**config.mk**
```make
export PLATFORM = sky130hd
export DESIGN_NAME = prompt_sequencer
export DESIGN_NICKNAME = d
export VERILOG_FILES = /design/src/rtl/prompt_sequencer.sv
export SDC_FILE = /design/constraint.sdc
export NUM_CORES = 1
export LEC_CHECK = 0
export CORE_MARGIN = 2
export CORE_UTILIZATION = 55
export CTS_CLUSTER_DIAMETER = 150
export DETAILED_ROUTE_END_ITERATION = 16
export PLACE_DENSITY = 0.95
export REMOVE_ABC_BUFFERS = 1
export SYNTH_ARGS = -nofsm -noshare
export SYNTH_HDL_FRONTEND = slang
export SYNTH_SLANG_ARGS = --single-unit
```
**constraint.sdc**
```tcl
create_clock -name clk -period 3.95 [get_ports clk]
set_input_delay 0.79 -clock clk [delete_from_list [all_inputs] [get_ports clk]]
set_output_delay 0.79 -clock clk [all_outputs]
set_load 0.01 [all_outputs]
```
**src/rtl/prompt_sequencer.sv**
```systemverilog
// prompt_sequencer
//   Frame-synchronous scheduler for the on-screen text-prompt sprite
//   controllers. Show/clear requests from game logic are held pending and
//   applied only on the frame boundary (last pixel of the frame, inside
//   vertical blanking). A prompt therefore never appears or vanishes mid-frame.
//
// Ports
//   clk, rst_n        clock, asynchronous active-low reset
//   hCount, vCount    VGA raster position (may hold for several clk cycles)
//   show_req          1-clk pulse: request display of show_id
//   show_id           prompt index (ignored when >= N_PROMPTS)
//   show_frames       display duration in frames, 0 = indefinite
//   blink_en          blink the prompt with a half-period of BLINK_FRAMES
//   clear_req         1-clk pulse: remove displayed or pending prompt
//   prompt_en         registered one-hot enable to the sprite controllers
//   active_id         index of the prompt being shown, 0 when idle
//   busy              showing, or a request is pending
//   done              1-clk pulse when a timed display expires
module prompt_sequencer #(
  parameter int N_PROMPTS    = 4,
  parameter int ID_W         = 2,
  parameter int CNT_W        = 10,
  parameter int H_TOTAL      = 800,
  parameter int V_TOTAL      = 525,
  parameter int BLINK_FRAMES = 30
) (
  input  logic                 clk,
  input  logic                 rst_n,
  input  logic [9:0]           hCount,
  input  logic [9:0]           vCount,
  input  logic                 show_req,
  input  logic [ID_W-1:0]      show_id,
  input  logic [CNT_W-1:0]     show_frames,
  input  logic                 blink_en,
  input  logic                 clear_req,
  output logic [N_PROMPTS-1:0] prompt_en,
  output logic [ID_W-1:0]      active_id,
  output logic                 busy,
  output logic                 done
);

  typedef enum logic {IDLE, SHOW} state_t;

  localparam int            BW        = (BLINK_FRAMES > 1) ? $clog2(BLINK_FRAMES) : 1;
  localparam logic [BW-1:0] BLINK_MAX = BW'(BLINK_FRAMES - 1);

  state_t                 state_q, state_d;
  logic                   at_end_q, at_end_d;
  logic                   frame_tick;
  logic                   show_ok;

  logic                   pend_valid_q, pend_valid_d;
  logic                   pend_clear_q, pend_clear_d;
  logic                   pend_blink_q, pend_blink_d;
  logic [ID_W-1:0]        pend_id_q, pend_id_d;
  logic [CNT_W-1:0]       pend_frames_q, pend_frames_d;

  logic [ID_W-1:0]        active_id_q, active_id_d;
  logic [CNT_W-1:0]       frames_left_q, frames_left_d;
  logic                   blink_q, blink_d;
  logic [BW-1:0]          blink_cnt_q, blink_cnt_d;
  logic                   visible_q, visible_d;
  logic [N_PROMPTS-1:0]   prompt_en_q, prompt_en_d;
  logic                   done_q, done_d;

  // Last pixel of the frame; edge-detected so a held raster count yields
  // exactly one tick.
  assign at_end_d   = (hCount == 10'(H_TOTAL - 1)) && (vCount == 10'(V_TOTAL - 1));
  assign frame_tick = at_end_d && !at_end_q;

  // Extra top bit so N_PROMPTS == 2**ID_W still compares correctly.
  assign show_ok = ({1'b0, show_id} < (ID_W + 1)'(N_PROMPTS));

  // Pending-request capture. The tick consumes what was pending before this
  // cycle; a request arriving on the tick cycle survives for the next tick.
  always_comb begin
    pend_valid_d  = pend_valid_q;
    pend_clear_d  = pend_clear_q;
    pend_blink_d  = pend_blink_q;
    pend_id_d     = pend_id_q;
    pend_frames_d = pend_frames_q;
    if (frame_tick) begin
      pend_valid_d = 1'b0;
      pend_clear_d = 1'b0;
    end
    if (clear_req) begin
      pend_clear_d = 1'b1;
      pend_valid_d = 1'b0;
    end else if (show_req && show_ok) begin
      pend_valid_d  = 1'b1;
      pend_clear_d  = 1'b0;
      pend_id_d     = show_id;
      pend_frames_d = show_frames;
      pend_blink_d  = blink_en;
    end
  end

  // Display FSM: every transition happens on frame_tick only.
  always_comb begin
    state_d       = state_q;
    active_id_d   = active_id_q;
    frames_left_d = frames_left_q;
    blink_d       = blink_q;
    blink_cnt_d   = blink_cnt_q;
    visible_d     = visible_q;
    done_d        = 1'b0;
    if (frame_tick) begin
      if (pend_clear_q) begin
        state_d       = IDLE;
        active_id_d   = '0;
        frames_left_d = '0;
        blink_d       = 1'b0;
        blink_cnt_d   = '0;
        visible_d     = 1'b0;
      end else if (pend_valid_q) begin
        state_d       = SHOW;
        active_id_d   = pend_id_q;
        frames_left_d = pend_frames_q;
        blink_d       = pend_blink_q;
        blink_cnt_d   = '0;
        visible_d     = 1'b1;
      end else if (state_q == SHOW) begin
        if (frames_left_q == CNT_W'(1)) begin
          state_d       = IDLE;
          active_id_d   = '0;
          frames_left_d = '0;
          blink_d       = 1'b0;
          blink_cnt_d   = '0;
          visible_d     = 1'b0;
          done_d        = 1'b1;
        end else begin
          // frames_left == 0 means indefinite: leave it alone.
          if (frames_left_q != '0)
            frames_left_d = frames_left_q - CNT_W'(1);
          if (blink_q) begin
            if (blink_cnt_q == BLINK_MAX) begin
              blink_cnt_d = '0;
              visible_d   = !visible_q;
            end else begin
              blink_cnt_d = blink_cnt_q + BW'(1);
            end
          end
        end
      end
    end
  end

  // Enables follow the next state so they change on the edge that consumes
  // the tick (pixel 0,0 of the new frame).
  for (genvar i = 0; i < N_PROMPTS; i++) begin : g_en
    assign prompt_en_d[i] = (state_d == SHOW) && visible_d && (active_id_d == ID_W'(i));
  end

  always_ff @(posedge clk or negedge rst_n) begin
    if (!rst_n) begin
      state_q       <= IDLE;
      at_end_q      <= 1'b0;
      pend_valid_q  <= 1'b0;
      pend_clear_q  <= 1'b0;
      pend_blink_q  <= 1'b0;
      pend_id_q     <= '0;
      pend_frames_q <= '0;
      active_id_q   <= '0;
      frames_left_q <= '0;
      blink_q       <= 1'b0;
      blink_cnt_q   <= '0;
      visible_q     <= 1'b0;
      prompt_en_q   <= '0;
      done_q        <= 1'b0;
    end else begin
      state_q       <= state_d;
      at_end_q      <= at_end_d;
      pend_valid_q  <= pend_valid_d;
      pend_clear_q  <= pend_clear_d;
      pend_blink_q  <= pend_blink_d;
      pend_id_q     <= pend_id_d;
      pend_frames_q <= pend_frames_d;
      active_id_q   <= active_id_d;
      frames_left_q <= frames_left_d;
      blink_q       <= blink_d;
      blink_cnt_q   <= blink_cnt_d;
      visible_q     <= visible_d;
      prompt_en_q   <= prompt_en_d;
      done_q        <= done_d;
    end
  end

  assign prompt_en = prompt_en_q;
  assign active_id = active_id_q;
  assign done      = done_q;
  assign busy      = (state_q == SHOW) || pend_valid_q || pend_clear_q;

endmodule
```
==> Word-level counts from Yosys, hierarchy flattened <==
Cells that the tools add are included.
{ "op_classes": {"muxes": 42, "bitwise": 1, "eq_ne": 7, "addsub": 2, "reduce_logical": 22} }
{ "op_table": {"columns": ["cell", "n"], "rows": [
  ["10-bit two-way mux", 5],
  ["5-bit two-way mux", 6],
  ["1-bit two-way mux", 26],
  ["10-bit equality test (second input constant)", 2],
  ["10-bit by 1-bit equality test with 1-bit output (second input constant)", 1],
  ["2-bit two-way mux", 5],
  ["10-bit nonzero test", 1],
  ["10-bit by 1-bit subtractor with 10-bit output (second input constant)", 1],
  ["3-bit AND reduction", 3],
  ["3-bit nonzero test", 3],
  ["4-bit nonzero test", 2],
  ["1-bit logical AND", 7],
  ["5-bit by 1-bit adder with 5-bit output (second input constant)", 1],
  ["5-bit equality test (second input constant)", 1],
  ["2-bit equality test (second input constant)", 2],
  ["2-bit by 1-bit equality test with 1-bit output (second input constant)", 1],
  ["1-bit logical NOT", 2],
  ["2-bit logical NOT", 1],
  ["1-bit logical OR", 2],
  ["2-bit AND reduction", 1],
  ["1-bit NOT", 1]
]} }
{ "totals": {"register_bits": 41, "word_cells": 88, "output_inout_bits": 8, "input_bits": 37} }

==> Longest topological paths before layout <==
Gate-level depths: netlist of run 1.
{ "depth": {"word_depth": 10, "ltp_mapped": 8, "mapped_depth_nobuf": 8} }

==> Worst setup path before layout of run 1 <==
Ideal clock, no wire load.
{ "synth_timing": {"path_kind": "input-to-reg", "startpoint": "input hCount[5]", "endpoint": "register blink_cnt_q[4]", "setup_time_ns": 0.081, "arrival_time_ns": 2.379, "path_slack_ns": 1.490, "n_path_buf": 0, "required_ns": 3.869, "path_stages": 5, "cell_sequence": "or4b_1 > nor4_4 > o211ai_4 > or4_4 > o211ai_2"} }
{ "synth_via": {"elab_chain_cells": 4} }
{ "synth_lines": {"columns": ["item", "line", "text"], "rows": [
  ["from (decl)", "29", "input logic [9:0] hCount,"],
  ["10-bit equality test", "68", "assign at_end_d = (hCount == 10'(H_TOTAL - 1)) && (vCount == 10'(V_TOTAL - 1));"],
  ["1-bit logical AND", "68", null],
  ["1-bit logical AND", "69", "assign frame_tick = at_end_d && !at_end_q;"],
  ["3-bit AND reduction (no source line)", null, null],
  ["to (signal assigned)", "181", "blink_cnt_q <= blink_cnt_d;"],
  ["to (decl)", "61", "logic [BW-1:0] blink_cnt_q, blink_cnt_d;"]
]} }
Every way passes these cells.
A chain may end at the register's enable or synchronous reset.

==> Worst setup path in the final report of run 1 <==
{ "layout_timing": {"startpoint": "register pend_valid_q", "endpoint": "output busy"} }
{ "layout_via": {"elab_chain_cells": 2} }
{ "layout_lines": {"columns": ["item", "line", "text"], "rows": [
  ["from (decl)", "52", "logic pend_valid_q, pend_valid_d;"],
  ["from (signal assigned)", "173", "pend_valid_q <= pend_valid_d;"],
  ["1-bit logical OR (2 in a row)", "191", "assign busy = (state_q == SHOW) || pend_valid_q || pend_clear_q;"],
  ["to (decl)", "38", "output logic busy,"]
]} }
Every way passes these cells.

==> results of run 1 <==
## flip-flops by register name, summed over array words and instances (netlist names)
signal         count
prompt_en          4
done               1
state_q            1
visible_q          1
pend_frames_q     10
at_end_q           1
blink_q            1
blink_cnt_q        5
active_id          2
pend_clear_q       1
frames_left_q     10
pend_valid_q       1
pend_blink_q       1
pend_id_q          2
## how the worst min path moves through the flow
stage,endpoint,slack [ns],depth (start not counted)
detailed placement,pend_id_q[0]$_DFFE_PN0P_,0.51,1
floorplan,pend_id_q[1]$_DFFE_PN0P_,0.48,1
global placement,pend_id_q[1]$_DFFE_PN0P_,0.49,1
global route,pend_id_q[0]$_DFFE_PN0P_,0.54,1
CTS,pend_id_q[0]$_DFFE_PN0P_,0.53,1
finish,pend_frames_q[2]$_DFFE_PN0P_,0.52,1
## logic make-up after synthesis
group,share of synthesized area
and+or+nand+nor,0.2417
AOI/OAI and AO/OA,0.1607
muxes,0.06716
adders and majority gates,0.02870
buffers and inverters,0.01894
DFF,0.4707
xor gates and xnor gates,0.01206
## final cells by class
class | count | area (um^2)
inverter | 6 | 22.52
multi-input combinational | 155 | 1112
tap | 48 | 60.06
sequential | 41 | 1026
fill | 281 | 938.4
timing repair buffer | 46 | 450.4
clock buffer | 5 | 68.82
clock inverter | 3 | 65.06
## cells in the mapped netlist, types with 5 or more instances
master / instances
a21oi_1: 7
a22oi_1: 5
dfrtp_1: 41
ha_1: 5
inv_1: 6
mux2_2: 13
nand2_1: 19
nand3_1: 6
nand4_1: 5
nor2_1: 13
nor3_1: 9
o21ai_1: 12
## per-stage QoR
step                  util  power [uW]  hold WS, ns  worst slack (ns)  cells
floorplan                -       502.0       0.4804             1.490    202
global placement    0.7136       558.5       0.4933            0.8289    296
detailed placement  0.7136       563.6       0.5104            0.7711    296
CTS                 0.7493       957.7       0.5274            0.8380    304
global route        0.7493       993.0       0.5388            0.6376    304
finish              0.7493       950.3       0.5248            0.8175    304
## layer usage
| layer | vias up | share of wire | track usage |
|---|---|---|---|
| met2 | 73 | 0.50 | 0.4338 |
| met5 | - | 0 | 0 |
| met1 | 879 | 0.42 | 0.2911 |
| met4 | 0 | 0.013 | 0.04847 |
| li1 | 879 | - | - |
| met3 | 11 | 0.070 | 0.07432 |
## power by group through the flow
stage | logic [uW] | clock network, uW | registers [uW]
after floorplan | 42.7 | 0 | 459
after detailed placement | 96.8 | 0 | 467
after global routing | 105 | 427 | 461
final | 96.1 | 396 | 458
after CTS | 97.4 | 402 | 458
after global placement | 93.7 | 0 | 465
## cell usage in the layout, fill, tap and decap left out, drive strengths merged, types with 2 or more instances in the layout
cell,netlist,routed
nor4b,2,2
a21boi,2,2
a21oi,7,7
nor4bb,3,3
or4,6,6
bufinv,0,2
nand4,5,5
mux2,13,13
o211ai,4,4
o311a,2,2
nor3,10,10
buf,1,3
dfrtp,41,41
nor2,13,13
o2bb2ai,2,2
nand2,19,19
nor2b,2,2
inv,6,6
and3,2,2
or2,2,2
o21ai,16,16
xnor2,2,2
clkdlybuf4s50,0,43
ha,5,5
nand3,7,7
clkbuf,4,5
a21o,5,5
nor3b,4,4
nor4,4,4
a22oi,5,5
==> impl_metrics.ini, run 1 <==
[status]
status = finished clean

[logic_synthesis]
ys_ff_latch = 41
ys_types = 52
seq_area_frac_synth = 0.4707
async_flop_share = 1.000
ys.flop_type = dfrtp_1
synthTopCellsByArea = dfrtp_1 (47%), mux2_2 (6.7%), nand2_1 (3.3%)
synth-edff-count = 0
yosysTopAreaCellShare = 0.4707
postSynthAreaPerCell_um2 = 10.53
ys_warn_count = 0
yosysTopAreaCell = dfrtp_1
syn_inst = 207
post_synth_instance_area_um2 = 2180

[finish]
area_growth_pct = 28.70
drive_above_1_share = 0.1484
fin_area_um2 = 2805
num-nets-final = 297
n_antenna_cell = 0

[sta]
worst_slew_pin_slew_ns = 0.8845
setup_viol = 0
fmax_mhz = 319.2
report.final.slew_viol_count = 0
finalSetupTns_ns = 0
rsz0062_at_grt = false
finClkSkew_ns = 0.008621
min_period_over_period = 0.7930
final-hold-violation-count = 0
relSlewSlack = 0.4103
layout_min_cycle_time_ns = 3.133

[setup_path]
crit_type = reg2out
cpMaxStageDelayCell = dfrtp_1
r2r_end = frames_left_q[1]$_DFFE_PN0P_
cp.required_ns = 3.16
critPathLaunch = pend_valid_q$_DFFE_PN0P_
critical_path.max_fanout = 19
critPathArrivalTime_ns = 2.34
crit_end = busy
r2r_cells = 5
cp-end-kind = output port
crit_buf_inv = 1
r2r_setup_slack_ns = 1.57
cp-start-kind = flop
cpPeakStageDelay_ns = 0.61
path_cells = nor2_1 > nand2_1 > clkdlybuf4s50_1
worstReg2RegStart = pend_valid_q$_DFFE_PN0P_
cp.depth = 3
cp_top_family = simple AND/OR/NAND/NOR gates

[power_and_ir_drop]
internal_power_uw = 750.0
seq_power_share = 0.482
ir_drop_uv = 298.9
p_sw_uw = 200.3
combPwrFrac = 0.101
p_per_area_nw_per_um2 = 338.8
swShare = 0.2107
clkPwrFrac = 0.417
leakage_uw = 0.001232

[clocking]
clk_latency_ns = 0.30
clockBufferDepth = 2
htreeDepth = 2
post_cts_resized = 0
cts-root-buf = clkbuf_8
ctsHoldBuffers = 0
cts_tree = yes
clk_pin_slew_ns = 0.08
cts_buffers = 5
clock_sinks = 41
cts_setup_buffers = 0

[detailed_routing]
viasPerCell = 6.059
drtIter0Drc = 134
wl_um = 4902
antenna_left = 0
drc = 0
drt_pass1_iterations = 4
vias = 1842
wire_per_inst_um = 16.13

[grt]
grt_start_max_net_pins = 42
groute.usage.overall = 0.2442
grt.overflow.total = 0
grt_pass1_vias = 1770
grt_first_pass_wirelength_um = 8142
antenna_found_initial = 0

[floorplan]
num_rows = 22
core_um2 = 3744
die_y_um = 66.95
die_area_um2 = 4482
initial_core_util = 0.5822
io-pin-count = 45
dieWidth_um = 66.95

[place]
port_buffers = 44
post_dp_cell_area_um2 = 2671
place_hpwl_um = 3535
gp_congestion = 0.9155

[min_path]
min_from = pend_frames_q[2]$_DFFE_PN0P_
worstHoldPathType = reg2reg

[job]
drv_cap = 0
No activity file was read; power rests on OpenSTA's default activity.
==> run 2, diff against run 1 <==
Settings changed: CORE_UTILIZATION 55 to 46, PLACE_DENSITY 0.95 to 0.87.
Clock period 3.95 ns to 2.7 ns, I/O delays scaled along.
==> run 2 against run 1 <==
  * Clock power is essentially flat
  * Clock skew shrank 0.0011 ns
  * Critical endpoint is now blink_cnt_q[4]$_DFFE_PN0P_
  * Via count grew 0.65%
  * Sequential cell count is the same
==> impl_metrics.ini, run 2 (same netlist as run 1, synthesis figures left out) <==
[floorplan]
io-pin-count = 45
initial_core_util = 0.4708
num_rows = 25
die_area_um2 = 5305
dieWidth_um = 72.84
die_y_um = 72.84
core_um2 = 4629

[setup_path]
cpMaxStageDelayCell = or4_4
cpPeakStageDelay_ns = 0.50
crit_end = blink_cnt_q[4]$_DFFE_PN0P_
r2r_setup_slack_ns = 0.43
cp.required_ns = 2.92
crit_path_frequent_cell = or4_4
cp-end-kind = flop
cp-start-kind = input port
critPathArrivalTime_ns = 2.66
crit_buf_inv = 1
critPathLaunch = hCount[3]
crit_type = in2reg
worstReg2RegStart = frames_left_q[6]$_DFFE_PN0P_
r2r_end = prompt_en[3]$_DFF_PN0_
cp.depth = 7
critical_path.max_fanout = 4
r2r_cells = 6
path_cells = clkdlybuf4s50_1 > nand4_1 > or4_4 > nor4_4 > o211ai_4 > or4_4 > o211ai_2
cp_top_family = simple AND/OR/NAND/NOR gates

[power_and_ir_drop]
clkPwrFrac = 0.329
ir_drop_uv = 265.3
p_sw_uw = 278.3
swShare = 0.2295
p_per_area_nw_per_um2 = 431.1
fin_total_pwr_uw = 1213
leakage_uw = 0.001236
internal_power_uw = 934.7
combPwrFrac = 0.123
seq_power_share = 0.548

[clocking]
cts_buffers = 5
clock_sinks = 41
clk_latency_ns = 0.29
clockBufferDepth = 2
cts_setup_buffers = 0
ctsHoldBuffers = 0
htreeDepth = 2
clk_pin_slew_ns = 0.08
post_cts_resized = 0
cts_tree = yes
cts-root-buf = clkbuf_8

[place]
place_hpwl_um = 3712
post_dp_cell_area_um2 = 2724
placedCellCount = 308
pre_cts_ws_ns = -0.02366
port_buffers = 44
gp_congestion = 0.8974

[sta]
timing.hold.ws_ns = 0.3597
fin_ws_ns = 0.2658
relSlewSlack = 0.4148
finClkSkew_ns = 0.007569
report.final.slew_viol_count = 0
fmax_mhz = 410.8
worst_slew_pin_slew_ns = 0.8778
layout_min_cycle_time_ns = 2.434
rsz0062_at_grt = false
final-hold-violation-count = 0
setup_viol = 0
min_period_over_period = 0.9016

[grt]
antenna_found_initial = 0
grt.overflow.total = 0
grt_start_max_net_pins = 42
groute.usage.overall = 0.2006
grt_first_pass_wirelength_um = 8293
grt_pass1_vias = 1823

[detailed_routing]
antenna_left = 0
wire_per_inst_um = 15.64
drtIter0Drc = 198
drt_pass1_iterations = 4
viasPerCell = 5.886
wl_um = 4928
vias = 1854
drc = 0

[finish]
reg.largest.list = frames_left_q x10, pend_frames_q x10, blink_cnt_q x5
multi_input_area_um2 = 1112
num-nets-final = 303
fillers = 378
layout_commonest_cell = clkdlybuf4s50_1
fin_area_um2 = 2814
area_growth_pct = 29.10
layout_common_cells = clkdlybuf4s50_1 (43), dfrtp_1 (41), nand2_1 (19), nor2_1 (13), mux2_2 (13)
instances_no_fill = 315
drive_above_1_share = 0.1648
ff_latch_area_um2 = 1026
n_antenna_cell = 0

[min_path]
worstHoldPathType = in2async

[job]
drv_cap = 0

[status]
status = finished clean
==> run 2: changes by cell type in the layout (fill, tap and decap cells not counted), sizes merged <==
cell and change:
bufinv -2, clkbuf +1, buf +6, clkinvlp +1, clkinv -1
==> run 2: cell type report <==
class,count,area share
Clock buffer,6,0.02935
Clock inverter,1,0.002668
Inverter,6,0.008004
Multi-Input combinational cell,155,0.3953
Sequential cell,41,0.3646
Tap cell,54,0.02401
Timing Repair Buffer,52,0.1761
==> run 2: how the worst min path moves through the flow <==
| stage | start | slack, ns | endpoint | depth (start not counted) |
|---|---|---|---|---|
| finish | rst_n | 0.36 | pend_frames_q[3]$_DFFE_PN0P_ | 1 |
| CTS | rst_n | 0.39 | pend_frames_q[3]$_DFFE_PN0P_ | 1 |
| detailed placement | pend_frames_q[5]$_DFFE_PN0P_ | 0.50 | pend_frames_q[5]$_DFFE_PN0P_ | 1 |
| global placement | pend_frames_q[5]$_DFFE_PN0P_ | 0.50 | pend_frames_q[5]$_DFFE_PN0P_ | 1 |
| floorplan | rst_n | 0.24 | active_id[0]$_DFF_PN0_ | 0 |
| global route | rst_n | 0.44 | frames_left_q[5]$_DFFE_PN0P_ | 1 |
==> run 2: per-stage QoR <==
stage                     setup TNS (ns)    util
after global placement                 0  0.5884
after floorplan                        0       -
after global routing                   0  0.6078
after detailed placement        -0.06547  0.5884
after CTS                              0  0.6078
final                                  0  0.6078
==> run 2: power by group through the flow <==
stage / logic [uW] / registers (uW) / clock network, uW
6_report: 149 / 664 / 399
5_1_grt: 164 / 668 / 445
4_1_cts: 151 / 664 / 411
3_5_place_dp: 150 / 677 / 0
3_3_place_gp: 146 / 676 / 0
2_1_floorplan: 62.5 / 672 / 0
==> run 2: per-layer routing <==
layer | part of all wire | wire length [um] | vias up | global-route usage
li1 | - | - | 892 | -
met1 | 0.45 | 2203 | 894 | 0.2649
met2 | 0.48 | 2383 | 60 | 0.3232
met3 | 0.059 | 290 | 8 | 0.05663
met4 | 0.010 | 50 | 0 | 0.05761
met5 | 0 | 0 | - | 0
==> run 3, diff against run 2 <==
Settings changed: CAP_MARGIN set to 10.
==> results of run 3 <==
No change in the layout: final DEF, timing and power equal those of run 2.
